## src/rtl/exception_unit.sv

```systemverilog
// Exception/interrupt controller for the LEGv8 core: invalid-op,
// ERET and external IRQ entry, handler tracking and double-fault halt.
module exception_unit #(
  parameter int          N_IRQ      = 4,
  parameter int          PC_W       = 64,
  parameter logic [63:0] EXC_VECTOR = 64'h0000_0000_0000_00D8,
  parameter int          ID_W       = (N_IRQ > 1) ? $clog2(N_IRQ) : 1
) (
  input  logic             clk,
  input  logic             reset,
  input  logic             instr_valid,
  input  logic             not_an_instr,
  input  logic             eret_in,
  input  logic [PC_W-1:0]  pc_in,
  input  logic [N_IRQ-1:0] irq_req,
  input  logic             mask_we,
  input  logic [N_IRQ-1:0] mask_wdata,
  output logic             redirect,
  output logic [PC_W-1:0]  redirect_pc,
  output logic [PC_W-1:0]  elr,
  output logic [3:0]       esr,
  output logic [ID_W-1:0]  irq_id,
  output logic [N_IRQ-1:0] irq_ack,
  output logic             in_handler,
  output logic             halted
);

  localparam logic [PC_W-1:0] VEC = PC_W'(EXC_VECTOR);

  localparam logic [3:0] ESR_NONE = 4'b0000;
  localparam logic [3:0] ESR_IRQ  = 4'b0001;
  localparam logic [3:0] ESR_ILL  = 4'b0010;
  localparam logic [3:0] ESR_ERET = 4'b0011;
  localparam logic [3:0] ESR_DBL  = 4'b0100;

  typedef enum logic [1:0] {
    S_RUN,
    S_HANDLER,
    S_HALT
  } state_e;

  state_e           state_q, state_d;
  logic [N_IRQ-1:0] pending_q, pending_d;
  logic [N_IRQ-1:0] enable_q, enable_d;
  logic [N_IRQ-1:0] prev_q, prev_d;
  logic             redirect_q, redirect_d;
  logic [PC_W-1:0]  rpc_q, rpc_d;
  logic [PC_W-1:0]  elr_q, elr_d;
  logic [3:0]       esr_q, esr_d;
  logic [ID_W-1:0]  id_q, id_d;
  logic [N_IRQ-1:0] ack_q, ack_d;
  logic             inh_q, inh_d;
  logic             halt_q, halt_d;

  logic [N_IRQ-1:0] rise;
  logic [N_IRQ-1:0] cand;
  logic             irq_hit;
  logic [ID_W-1:0]  irq_sel;
  logic [N_IRQ-1:0] irq_oh;

  // A rising edge seen this cycle is already eligible for entry.
  assign rise = irq_req & ~prev_q;
  assign cand = (pending_q | rise) & enable_q;

  always_comb begin
    irq_hit = 1'b0;
    irq_sel = '0;
    irq_oh  = '0;
    for (int i = N_IRQ - 1; i >= 0; i--) begin
      if (cand[i]) begin
        irq_hit    = 1'b1;
        irq_sel    = ID_W'(i);
        irq_oh     = '0;
        irq_oh[i]  = 1'b1;
      end
    end
  end

  always_comb begin
    state_d    = state_q;
    redirect_d = 1'b0;
    rpc_d      = rpc_q;
    elr_d      = elr_q;
    esr_d      = esr_q;
    id_d       = id_q;
    ack_d      = '0;
    inh_d      = inh_q;
    halt_d     = halt_q;
    pending_d  = (pending_q & ~ack_q) | rise;
    enable_d   = mask_we ? mask_wdata : enable_q;
    prev_d     = irq_req;
    unique case (state_q)
      S_RUN: begin
        if (instr_valid && not_an_instr) begin
          state_d    = S_HANDLER;
          redirect_d = 1'b1;
          rpc_d      = VEC;
          elr_d      = pc_in;
          esr_d      = ESR_ILL;
          inh_d      = 1'b1;
        end else if (instr_valid && eret_in) begin
          state_d    = S_HANDLER;
          redirect_d = 1'b1;
          rpc_d      = VEC;
          elr_d      = pc_in;
          esr_d      = ESR_ERET;
          inh_d      = 1'b1;
        end else if (irq_hit) begin
          state_d    = S_HANDLER;
          redirect_d = 1'b1;
          rpc_d      = VEC;
          elr_d      = pc_in;
          esr_d      = ESR_IRQ;
          id_d       = irq_sel;
          ack_d      = irq_oh;
          inh_d      = 1'b1;
        end
      end
      S_HANDLER: begin
        if (instr_valid && not_an_instr) begin
          state_d = S_HALT;
          esr_d   = ESR_DBL;
          halt_d  = 1'b1;
          inh_d   = 1'b0;
        end else if (instr_valid && eret_in) begin
          state_d    = S_RUN;
          redirect_d = 1'b1;
          rpc_d      = elr_q;
          inh_d      = 1'b0;
        end
      end
      S_HALT: begin
        pending_d = pending_q;
        enable_d  = enable_q;
        prev_d    = prev_q;
      end
      default: state_d = S_RUN;
    endcase
  end

  always_ff @(posedge clk) begin
    if (!reset) begin
      state_q    <= S_RUN;
      pending_q  <= '0;
      enable_q   <= '1;
      prev_q     <= '0;
      redirect_q <= 1'b0;
      rpc_q      <= '0;
      elr_q      <= '0;
      esr_q      <= ESR_NONE;
      id_q       <= '0;
      ack_q      <= '0;
      inh_q      <= 1'b0;
      halt_q     <= 1'b0;
    end else begin
      state_q    <= state_d;
      pending_q  <= pending_d;
      enable_q   <= enable_d;
      prev_q     <= prev_d;
      redirect_q <= redirect_d;
      rpc_q      <= rpc_d;
      elr_q      <= elr_d;
      esr_q      <= esr_d;
      id_q       <= id_d;
      ack_q      <= ack_d;
      inh_q      <= inh_d;
      halt_q     <= halt_d;
    end
  end

  assign redirect    = redirect_q;
  assign redirect_pc = rpc_q;
  assign elr         = elr_q;
  assign esr         = esr_q;
  assign irq_id      = id_q;
  assign irq_ack     = ack_q;
  assign in_handler  = inh_q;
  assign halted      = halt_q;

endmodule
```

## config.mk

```make
export PLATFORM = sky130hd
export DESIGN_NAME = exception_unit
export DESIGN_NICKNAME = d
export VERILOG_FILES = /design/src/rtl/exception_unit.sv
export SDC_FILE = /design/constraint.sdc
export NUM_CORES = 1
export LEC_CHECK = 0
export BUFFER_PORTS_ARGS = -buffer_cell sky130_fd_sc_hd__buf_2
export CAP_MARGIN = 30
export CORE_ASPECT_RATIO = 1.1
export CORE_UTILIZATION = 44
export DETAILED_ROUTE_END_ITERATION = 6
export PLACE_DENSITY = 0.72
export SKIP_LAST_GASP = 1
export SYNTH_ARGS = -nofsm -noshare
export SYNTH_HDL_FRONTEND = slang
export SYNTH_SLANG_ARGS = --single-unit
export TNS_END_PERCENT = 5
```

## constraint.sdc

```tcl
create_clock -name clk -period 1.7 [get_ports clk]
set_input_delay 0.17 -clock clk [delete_from_list [all_inputs] [get_ports clk]]
set_output_delay 0.17 -clock clk [all_outputs]
set_load 0.03 [all_outputs]
```

==> summary.md, run 1 <==
| Metric | Value |
|---|---|
| Die area | 14,700 um2 |
| Largest net degree at the start of global routing | 60 |
| Critical Setup Path Class | in2reg |
| Max-cap violations | 0 |
| Max frequency | 0.592 GHz |
| Synth Area in XOR/XNOR | 0% |
| Nets@finish | 1,043 |
| Max clock buf depth | 2 |
| Synthesized Nets | 766 |
| Starting Density | 45.3% |
| Seq/Total Area, Yosys | 49.2% |
| Synth Area in Compound Gates | 4.35% |
| Row Count | 45 |
| Mean Syn Cell Area | 9.11 um2 |
| Iter 0 DRT Violations | 338 |
| Nature of the critical path startpoint | input port |
| Die Height | 127 um |
| Reg-to-reg slack, setup | 0.04 ns |
| Power Density | 1150 nW/um2 |
| Mapped Area | 6270 um2 |
| HP Class | in2reg |
| Post-synthesis mux area share | 20.6% |
| Placed cell count | 1,058 |
| Residual DRC | 0 |
| Netlist cell types | 28 |
| Post-DRT Antenna Nets | 0 |
| CTS tree | yes |
| DP HPWL | 10,300 um |
| CORE AREA | 13,900 um2 |
| #FFs+latches synth | 154 |
| Clk Latency, worst-skew pair | 0.42 ns |
| I/O Pins | 219 |
| Crit path arrival time | 1.99 ns |
| Clock Sinks | 154 |
| Vias in the first global route | 5,174 |
| Routed WL | 17,500 um |
| Final Hold Viols | 0 |
| Clock transition at the registers of the reported paths | 0.06 ns |
| Share of cells above drive strength 1 | 30.3% |
| Synth Area in Simple Gates | 20.9% |
| # H-tree levels | 4 |
| I/O Buffers | 217 |
| Setup WS pre-CTS | 0.0228 ns |
| WHS | 0.0132 ns |
| Area Overhead vs Synth | 45.0% |
| Vias | 5,717 |
| Pleak | 4.49 nW |
| Syn. warnings | 0 |
| Slew Limit Fails | 0 |
| CP Max Fanout | 8 |
| Layout Utilization | 65.6% |
| Gpl congestion | 0.790 |
| Antenna diodes | 0 |
| Ratio of final minimum period to clock period | 99.3% |
| Clock skew | 0.0101 ns |
| CP required | 2.00 ns |
| Finished Layout Cells | 1,164 |
| First-pass GRT wire length | 25,000 um |
| Post-route setup slack | 0.0112 ns |
| Die X-Extent | 116 um |
| Final setup viols | 0 |
| Main combinational cell family by area after synthesis | simple AND/OR/NAND/NOR gates |
| Cell count after synthesis | 688 |
| Via density | 4.91 |
| Status | completed |
| CTS buffer count | 17 |
| Root Buffer | clkbuf_16 |
| Initial antenna violation count | 0 |
| First drt pass iteration count | 4 |
| Crit. End Element | register |
| Worst vdd ir | 607 uV |
| Drt wl/cell | 15.1 um |
| Crit path time final | 1.69 ns |
| All-Layer GR Usage | 21.7% |
| GRT overflow | 0 |
| Synth Area in Adders | 0% |
[synth_stat cells, drive strengths merged]
cell type  instances  area [um2]
nand2b             2        12.5
mux2i            129        1290
nor2b             10        62.6
buf               16         160
dfxtp            154        3080
and3b              1        8.76
a22oi              4        30.0
nand4              1        12.5
nor4               1        6.26
a21boi             7        52.6
o21ai             12        90.1
nand3b             1        7.51
o21a               7        52.6
o211a              1        10.0
nor3               2        10.0
conb               1        3.75
nand3             69         345
nor2               3        11.3
clkbuf            40         150
nor3b              1        7.51
a21oi              4        20.0
o22ai              1        6.26
o221a              1        11.3
nand2            220         826
[power breakdown]
group          internal [W]  leakage, nW  total, W  switching (W)
Combinational       0.00109         2.94   0.00260        0.00151
Clock               0.00230        0.285   0.00373        0.00144
Sequential          0.00391         1.26   0.00413       0.000223
[registers in the layout, indices dropped and copies added (netlist names), 2 cells and up]
register     count
prev_q           4
irq_ack          4
elr             64
irq_id           2
enable_q         4
esr              3
state_q          2
redirect_pc     64
pending_q        4
[layer usage]
layer / GRT usage [%] / vias up / routed length (um)
li1: - / 2853 / -
met4: 8.67 / 0 / 267
met1: 25.7 / 2659 / 7380
met2: 37.4 / 184 / 8830
met3: 5.31 / 21 / 1050
met5: 0 / - / 0
[cells in the final DEF, fill, tap and decap left out, types with 7 or more instances in the layout]
master	count
a21boi_0	7
buf_4	15
nand3_1	69
dfxtp_1	154
buf_2	215
mux2i_1	127
clkbuf_16	25
dlygate4sd3_1	61
o21ai_0	8
nand2_1	220
[worst paths after layout]
kind / depth (start not counted) / startpoint / end
worst max-delay path: 7 / irq_req[2] / elr[57]$_SDFFE_PN0P_
worst min-delay path: 3 / irq_req[0] / prev_q[0]$_SDFFE_PN0N_
worst max register to register: 6 / prev_q[2]$_SDFFE_PN0N_ / elr[57]$_SDFFE_PN0P_
worst min register to register: 2 / redirect_pc[23]$_SDFFE_PN0P_ / redirect_pc[23]$_SDFFE_PN0P_
[through the flow]
step           TNS [ns]  power (W)  area, um2
3_3_place_gp          0    0.00633       7560
2_1_floorplan         0    0.00573       6270
5_1_grt           -1.08     0.0109       9090
3_5_place_dp          0    0.00635       7560
4_1_cts               0     0.0102       8760
6_report              0     0.0105       9090
[logic make-up after synthesis]
kind of cell,count (synthesis)
multiplexers,129
other,1
buffers and inverters,56
flip-flops,154
AND/OR/NAND/NOR,311
AO/OA/AOI/OAI,37
[final cells by class]
| class | instances | area (um2) |
|---|---|---|
| fill | 1146 | 4760 |
| sequential | 154 | 3080 |
| tap | 188 | 235 |
| timing repair buffer | 312 | 2220 |
| multi-input combinational | 480 | 2970 |
| clock inverter | 7 | 91.3 |
| clock buffer | 23 | 488 |
[worst max-delay path: stages]
cell           delay, ns
dlygate4sd3_1       0.57
nor2b_4             0.16
o21ai_4             0.21
nand4_4             0.18
o21a_4              0.36
clkbuf_16           0.21
mux2i_1             0.12
[timing repair]
item / 4_1_cts / 5_1_grt
setup endpoints to repair: 1 / 121
endpoints found under the hold margin: 61 / 0
hold buffers: 61 / 0
pin swaps: 1 / 4
buffers inserted: 1 / 1
gates resized for setup: 0 / 14
cloned: 0 / 14
No activity file was read; power rests on OpenSTA's default activity.
==> run 2, diff against run 1 <==
--- a/config.mk
+++ b/config.mk
@@ -7,7 +7,6 @@
 export LEC_CHECK = 0
 export BUFFER_PORTS_ARGS = -buffer_cell sky130_fd_sc_hd__buf_2
 export CAP_MARGIN = 30
-export CORE_ASPECT_RATIO = 1.1
 export CORE_UTILIZATION = 44
 export DETAILED_ROUTE_END_ITERATION = 6
 export PLACE_DENSITY = 0.72
==> run 2 against run 1 <==
  * Sequential power is essentially flat
  * Register-to-register slack gained 0.07 ns
  * Clock skew shrank 0.00052 ns
  * Utilization shrank 2.2 points
  * Maximum frequency grew 6.1%
  * Routed wire length shrank 6.6%
  * Clock power grew 3%
  * Count of clock-buffer cells in the layout shrank 4
  * Sequential share of layout area grew 1.1 points
  * First-iteration DRC count shrank 9.8%
  * Setup slack gained 0.097 ns
  * Global-route usage grew 0.72 points
==> summary.md, run 2 (synthesis gave the netlist of run 1 again) <==
| Metric | Value |
|---|---|
| Post-DRT Antenna Nets | 0 (unchanged) |
| Final setup viols | 0 (unchanged) |
| Post-CTS Setup Bufs | 0 (-1) |
| Tot Pwr | 0.0103 W (-1.9%) |
| Clk Latency, worst-skew pair | 0.42 ns (about the same) |
| Most frequent cells in the layout | nand2_1 (220), buf_2 (216), dfxtp_1 (154) |
| Drt wl/cell | 14.3 um (-4.8%) |
| Crit path time final | 1.59 ns (-0.0974 ns) |
| Largest net degree at the start of global routing | 69 (+15%) |
| Number of fill cells | 1,147 (+0.087%) |
| Ratio of final minimum period to clock period | 93.6% (-5.7 points) |
| Iter 0 DRT Violations | 305 (-9.8%) |
| First-pass GRT wire length | 25,700 um (+2.8%) |
| Max-cap violations | 0 (unchanged) |
| Max clock buf depth | 2 (unchanged) |
| Final TNS setup | 0 ns (unchanged) |
| Register area | 3080 um2 (unchanged) |
| Commonest non-fill, non-tap cell in the layout | nand2_1 |
| Die area | 14,700 um2 (about the same) |
| Crit. End Element | register |
| CP required | 2.04 ns (+0.04 ns) |
| Die X-Extent | 121 um (+4.8%) |
| Nets@finish | 1,027 (-1.5%) |
| Worst vdd ir | 783 uV (+29%) |
| I/O Buffers | 217 (unchanged) |
| Starting Density | 45.2% (-0.098 points) |
| Clock transition at the registers of the reported paths | 0.06 ns (about the same) |
| Share of cells above drive strength 1 | 28.9% (-1.4 points) |
| Area Overhead vs Synth | 40.4% |
| Setup WS pre-CTS | 0.0642 ns (+0.0414 ns) |
| First drt pass iteration count | 4 (unchanged) |
| CP Max Fanout | 41 (+33) |
| Crit path arrival time | 1.94 ns (-0.05 ns) |
| Post-route setup slack | 0.109 ns (+0.0974 ns) |
| Clock skew | 0.00954 ns (-0.000524 ns) |
| Vias in the first global route | 5,465 (+5.6%) |
| # H-tree levels | 4 (unchanged) |
| Root Buffer | clkbuf_16 |
| Status | completed |
| Vias | 5,577 (-2.4%) |
| Multi-input gate area | 2910 um2 (-1.9%) |
| Via density | 4.88 (-0.57%) |
| RSZ-0062 raised after global routing | false |
| CORE AREA | 13,900 um2 (+0.22%) |
| Residual DRC | 0 (unchanged) |
| Gpl congestion | 0.765 (-3.2%) |
| Nature of the critical path startpoint | register |
| GRT overflow | 0 (unchanged) |
| Power Density | 1170 nW/um2 (+1.3%) |
| DP HPWL | 10,100 um (-2.5%) |
| CTS tree | yes |
| Max frequency | 0.628 GHz (+6.1%) |
| Clock Sinks | 154 (unchanged) |
| All-Layer GR Usage | 22.4% (+0.72 points) |
| Initial antenna violation count | 0 (unchanged) |
| CTS buffer count | 17 (unchanged) |
| Die Height | 121 um (-4.6%) |
| Final Hold Viols | 0 (unchanged) |
| Antenna diodes | 0 (unchanged) |
| Critical Setup Path Class | reg2reg |
| Pleak | 4.35 nW (-3.0%) |
| Row Count | 43 (-4.4%) |
| I/O Pins | 219 (unchanged) |
| Routed WL | 16,400 um (-6.6%) |
| Slew Limit Fails | 0 (unchanged) |
| HP Class | in2reg |
-- run 2: power breakdown --
part           internal (W)  total [W]  switching [W]
Combinational      0.000901    0.00231        0.00141
Sequential          0.00391    0.00413       0.000215
Clock               0.00237    0.00383        0.00147
-- run 2: cell type report --
| cell class | count | share of cell area (%) |
|---|---|---|
| clock inverter | 13 | 1.71 |
| tap | 180 | 2.56 |
| clock buffer | 19 | 5.14 |
| sequential | 154 | 35.0 |
| multi-input combinational | 478 | 33.1 |
| timing repair buffer | 298 | 22.5 |
-- run 2: per-layer routing --
metal | part of all wire, % | global-route usage, % | wire, um
met5 | 0 | 0 | 0
met4 | 2.8 | 10.7 | 465
met3 | 5.4 | 5.73 | 886
met2 | 50 | 40.0 | 8200
met1 | 42 | 24.6 | 6820
-- run 2: worst max-delay path, cell delays in order (launching register included) --
cell	delay [ns]
dfxtp_1	0.31
nor2b_1	0.22
o21ai_4	0.11
nand4_4	0.12
o21a_4	0.18
buf_16	0.26
mux2i_1	0.26
-- run 2: path summary, 6_finish.rpt --
path                                start                           end  slack, ns  depth (start not counted)
max                prev_q[0]$_SDFFE_PN0N_          elr[30]$_SDFFE_PN0P_       0.11                          6
min                             pc_in[16]          elr[16]$_SDFFE_PN0P_       0.02                          3
max reg2reg        prev_q[0]$_SDFFE_PN0N_          elr[30]$_SDFFE_PN0P_       0.11                          6
min reg2reg  redirect_pc[21]$_SDFFE_PN0P_  redirect_pc[21]$_SDFFE_PN0P_       0.45                          2
-- run 2: timing repair --
item	4_1_cts	5_1_grt
hold endpoints to repair	63	0
endpoints found under the setup margin	0	77
resized for setup	0	5
hold buffers	63	0
-- run 2: through the flow --
stage / cell area (um2) / hold WS, ns / util, % / std cells
floorplan: 6270 / 0.312 / - / 688
global placement: 7520 / 0.406 / 54.2 / 1046
detailed placement: 7520 / 0.414 / 54.2 / 1046
CTS: 8750 / 0.000671 / 63.1 / 1141
global route: 8810 / 0.00120 / 63.4 / 1142
finish: 8810 / 0.0197 / 63.4 / 1142
==> run 3, diff against run 2 <==
--- a/config.mk
+++ b/config.mk
@@ -7,9 +7,12 @@
 export LEC_CHECK = 0
 export BUFFER_PORTS_ARGS = -buffer_cell sky130_fd_sc_hd__buf_2
 export CAP_MARGIN = 30
-export CORE_UTILIZATION = 44
+export CELL_PAD_IN_SITES_DETAIL_PLACEMENT = 1
+export CELL_PAD_IN_SITES_GLOBAL_PLACEMENT = 1
+export CORE_ASPECT_RATIO = 0.6
+export CORE_UTILIZATION = 37
 export DETAILED_ROUTE_END_ITERATION = 6
-export PLACE_DENSITY = 0.72
+export PLACE_DENSITY_LB_ADDON = 0.1
 export SKIP_LAST_GASP = 1
 export SYNTH_ARGS = -nofsm -noshare
 export SYNTH_HDL_FRONTEND = slang
==> run 3 against run 2 <==
  * First-iteration DRC count shrank 26%
  * Routed wire length increased by 18%
  * Register-to-register slack hardly changed
  * Die area is 19% higher
  * Flip-flop and latch count is the same
  * Critical endpoint is now redirect_pc[35]$_SDFFE_PN0P_
  * Highest routed layer unchanged
==> summary.md, run 3 (synthesis gave the netlist of run 1 again) <==
| Metric | Value |
|---|---|
| Hold Startpoint | pc_in[22] |
| I/O Pins | 219 (unchanged) |
| Clk Latency, worst-skew pair | 0.41 ns (about the same) |
| Pleak | 4.29 nW (-1.4%) |
| Via density | 4.79 (-1.8%) |
| Area Overhead vs Synth | 39.0% |
| CP startpoint | prev_q[3]$_SDFFE_PN0N_ |
| Max frequency | 0.626 GHz (-0.40%) |
| CP Max Fanout | 24 (-41%) |
| Die X-Extent | 170 um (+40%) |
| DP HPWL | 13,200 um (+32%) |
| CP peak stage delay | 0.31 ns (about the same) |
| Slew Limit Fails | 0 (unchanged) |
| Worst vdd ir | 779 uV (-0.56%) |
| Reg-to-reg slack, setup | 0.10 ns (about the same) |
| Worst path slowest cell | dfxtp_1 |
| Most frequent cells in the layout | nand2_1 (220), buf_2 (216), dfxtp_1 (154) |
| Power Density | 1180 nW/um2 (+0.83%) |
| Critical Setup Path Class | reg2reg |
| First-pass GRT wire length | 29,300 um (+14%) |
| HP Class | in2reg |
| Post-DRT Antenna Nets | 0 (unchanged) |
| Tot Pwr | 0.0103 W (-0.18%) |
| Nets@finish | 1,014 (-1.3%) |
| Largest net degree at the start of global routing | 65 (-5.8%) |
| Worst reg2reg startpoint | prev_q[3]$_SDFFE_PN0N_ |
| Layout Utilization | 53.2% (-10 points) |
| CTS buffer count | 17 (unchanged) |
| Nature of the critical path startpoint | register |
| Max-cap violations | 0 (unchanged) |
| Cell Chain, Critical Path | nor2b_1, o21ai_2, nand4_2, o21a_4, buf_12, mux2i_1 |
| Residual DRC | 0 (unchanged) |
| Vias in the first global route | 5,666 (+3.7%) |
| CORE AREA | 16,400 um2 (+18%) |
| Clock Sinks | 154 (unchanged) |
| Die area | 17,500 um2 (+19%) |
| Antenna diodes | 0 (unchanged) |
| GRT overflow | 0 (unchanged) |
| Clock transition at the registers of the reported paths | 0.06 ns (about the same) |
| Placed cell count | 1,097 (+4.9%) |
| Share of cells above drive strength 1 | 29.9% (+1.0 points) |
| Gpl congestion | 0.779 (+1.8%) |
| # H-tree levels | 4 (unchanged) |
| First drt pass iteration count | 4 (unchanged) |
| CP required | 2.03 ns (about the same) |
| Row Count | 36 (-16%) |
| CTS tree | yes |
| Drt wl/cell | 16.4 um (+14%) |
| Setup WS pre-CTS | -0.0176 ns (-0.0818 ns) |
| Die Height | 103 um (-15%) |
| Ratio of final minimum period to clock period | 94.0% (+0.38 points) |
| Iter 0 DRT Violations | 227 (-26%) |
| All-Layer GR Usage | 21.8% (-0.67 points) |
| RSZ-0062 raised after global routing | true |
| I/O Buffers | 217 (unchanged) |
| Initial antenna violation count | 0 (unchanged) |
| Root Buffer | clkbuf_16 |
| Final setup viols | 0 (unchanged) |
| Vias | 5,643 (+1.2%) |
| Max clock buf depth | 2 (unchanged) |
| Crit path arrival time | 1.93 ns (about the same) |
| Finished Layout Cells | 1,177 (+3.1%) |
| Routed WL | 19,300 um (+18%) |
| Final Hold Viols | 0 (unchanged) |
| Number of fill cells | 1,962 (+71%) |
| Post-route setup slack | 0.102 ns (-0.00642 ns) |
| Starting Density | 38.2% (-6.9 points) |
| Commonest non-fill, non-tap cell in the layout | nand2_1 |
| Clock skew | 0.0110 ns (+0.00150 ns) |
| Crit path time final | 1.60 ns (+0.00642 ns) |
| Status | completed |
| Crit. End Element | register |
[run 3: cell count changes in the layout (fill, tap and decap cells not counted), moves of 2 or more]
cell	before	now
buf_16	2	0
dlygate4sd3_1	63	44
inv_6	0	3
clkbuf_8	3	1
clkinv_2	6	2
buf_4	10	13
buf_12	5	10
[run 3: final timing paths]
check                                  to  cells after the start
max          redirect_pc[35]$_SDFFE_PN0P_                      6
min                  elr[22]$_SDFFE_PN0P_                      3
min reg2reg  redirect_pc[43]$_SDFFE_PN0P_                      2
max reg2reg  redirect_pc[35]$_SDFFE_PN0P_                      6
[run 3: what timing repair did]
item | CTS | global route
endpoints found under the setup margin | 14 | 54
buffers inserted | 0 | 3
gates resized for setup | 1 | 2
hold endpoints to repair | 44 | 0
hold buffers | 44 | 0
pin swaps | 0 | 1
cloned | 0 | 1
[run 3: worst max-delay path, delay by kind of cell (launching register included)]
kind                   cells  cell delay, ns
flip-flops                 1            0.31
AND/OR/NAND/NOR            2            0.36
multiplexers               1            0.23
buffers and inverters      1            0.24
AO/OA/AOI/OAI              2            0.38
[run 3: power by group]
| group | internal, W | switching, W |
|---|---|---|
| Sequential | 0.00391 | 0.000231 |
| Combinational | 0.000905 | 0.00144 |
| Clock | 0.00221 | 0.00155 |
| Total | 0.00703 | 0.00323 |
[run 3: per-stage QoR]
| stage | TNS, ns | area [um2] | hold slack (ns) |
|---|---|---|---|
| final | 0 | 8720 | 0.0114 |
| after global routing | -0.0320 | 8720 | 0.00867 |
| after CTS | 0 | 8660 | 0.00114 |
| after detailed placement | -0.0334 | 7640 | 0.427 |
| after global placement | 0 | 7640 | 0.416 |
| after floorplan | 0 | 6270 | 0.312 |
[run 3: cell type report]
type / count / area (um2) / area share (%)
Sequential cell: 154 / 3080 / 35.4
Multi-Input combinational cell: 478 / 2910 / 33.4
Timing Repair Buffer: 285 / 1860 / 21.3
Clock buffer: 19 / 443 / 5.08
Tap cell: 228 / 285 / 3.27
Clock inverter: 13 / 143 / 1.64
[run 3: metal layers]
layer	track usage, %	up-vias	part of all wire [%]	wire, um
li1	-	2786	-	-
met2	36.4	146	45	8730
met1	27.1	2703	47	9130
met4	5.20	0	0.54	104
met5	0	-	0	0
met3	7.52	8	6.9	1330
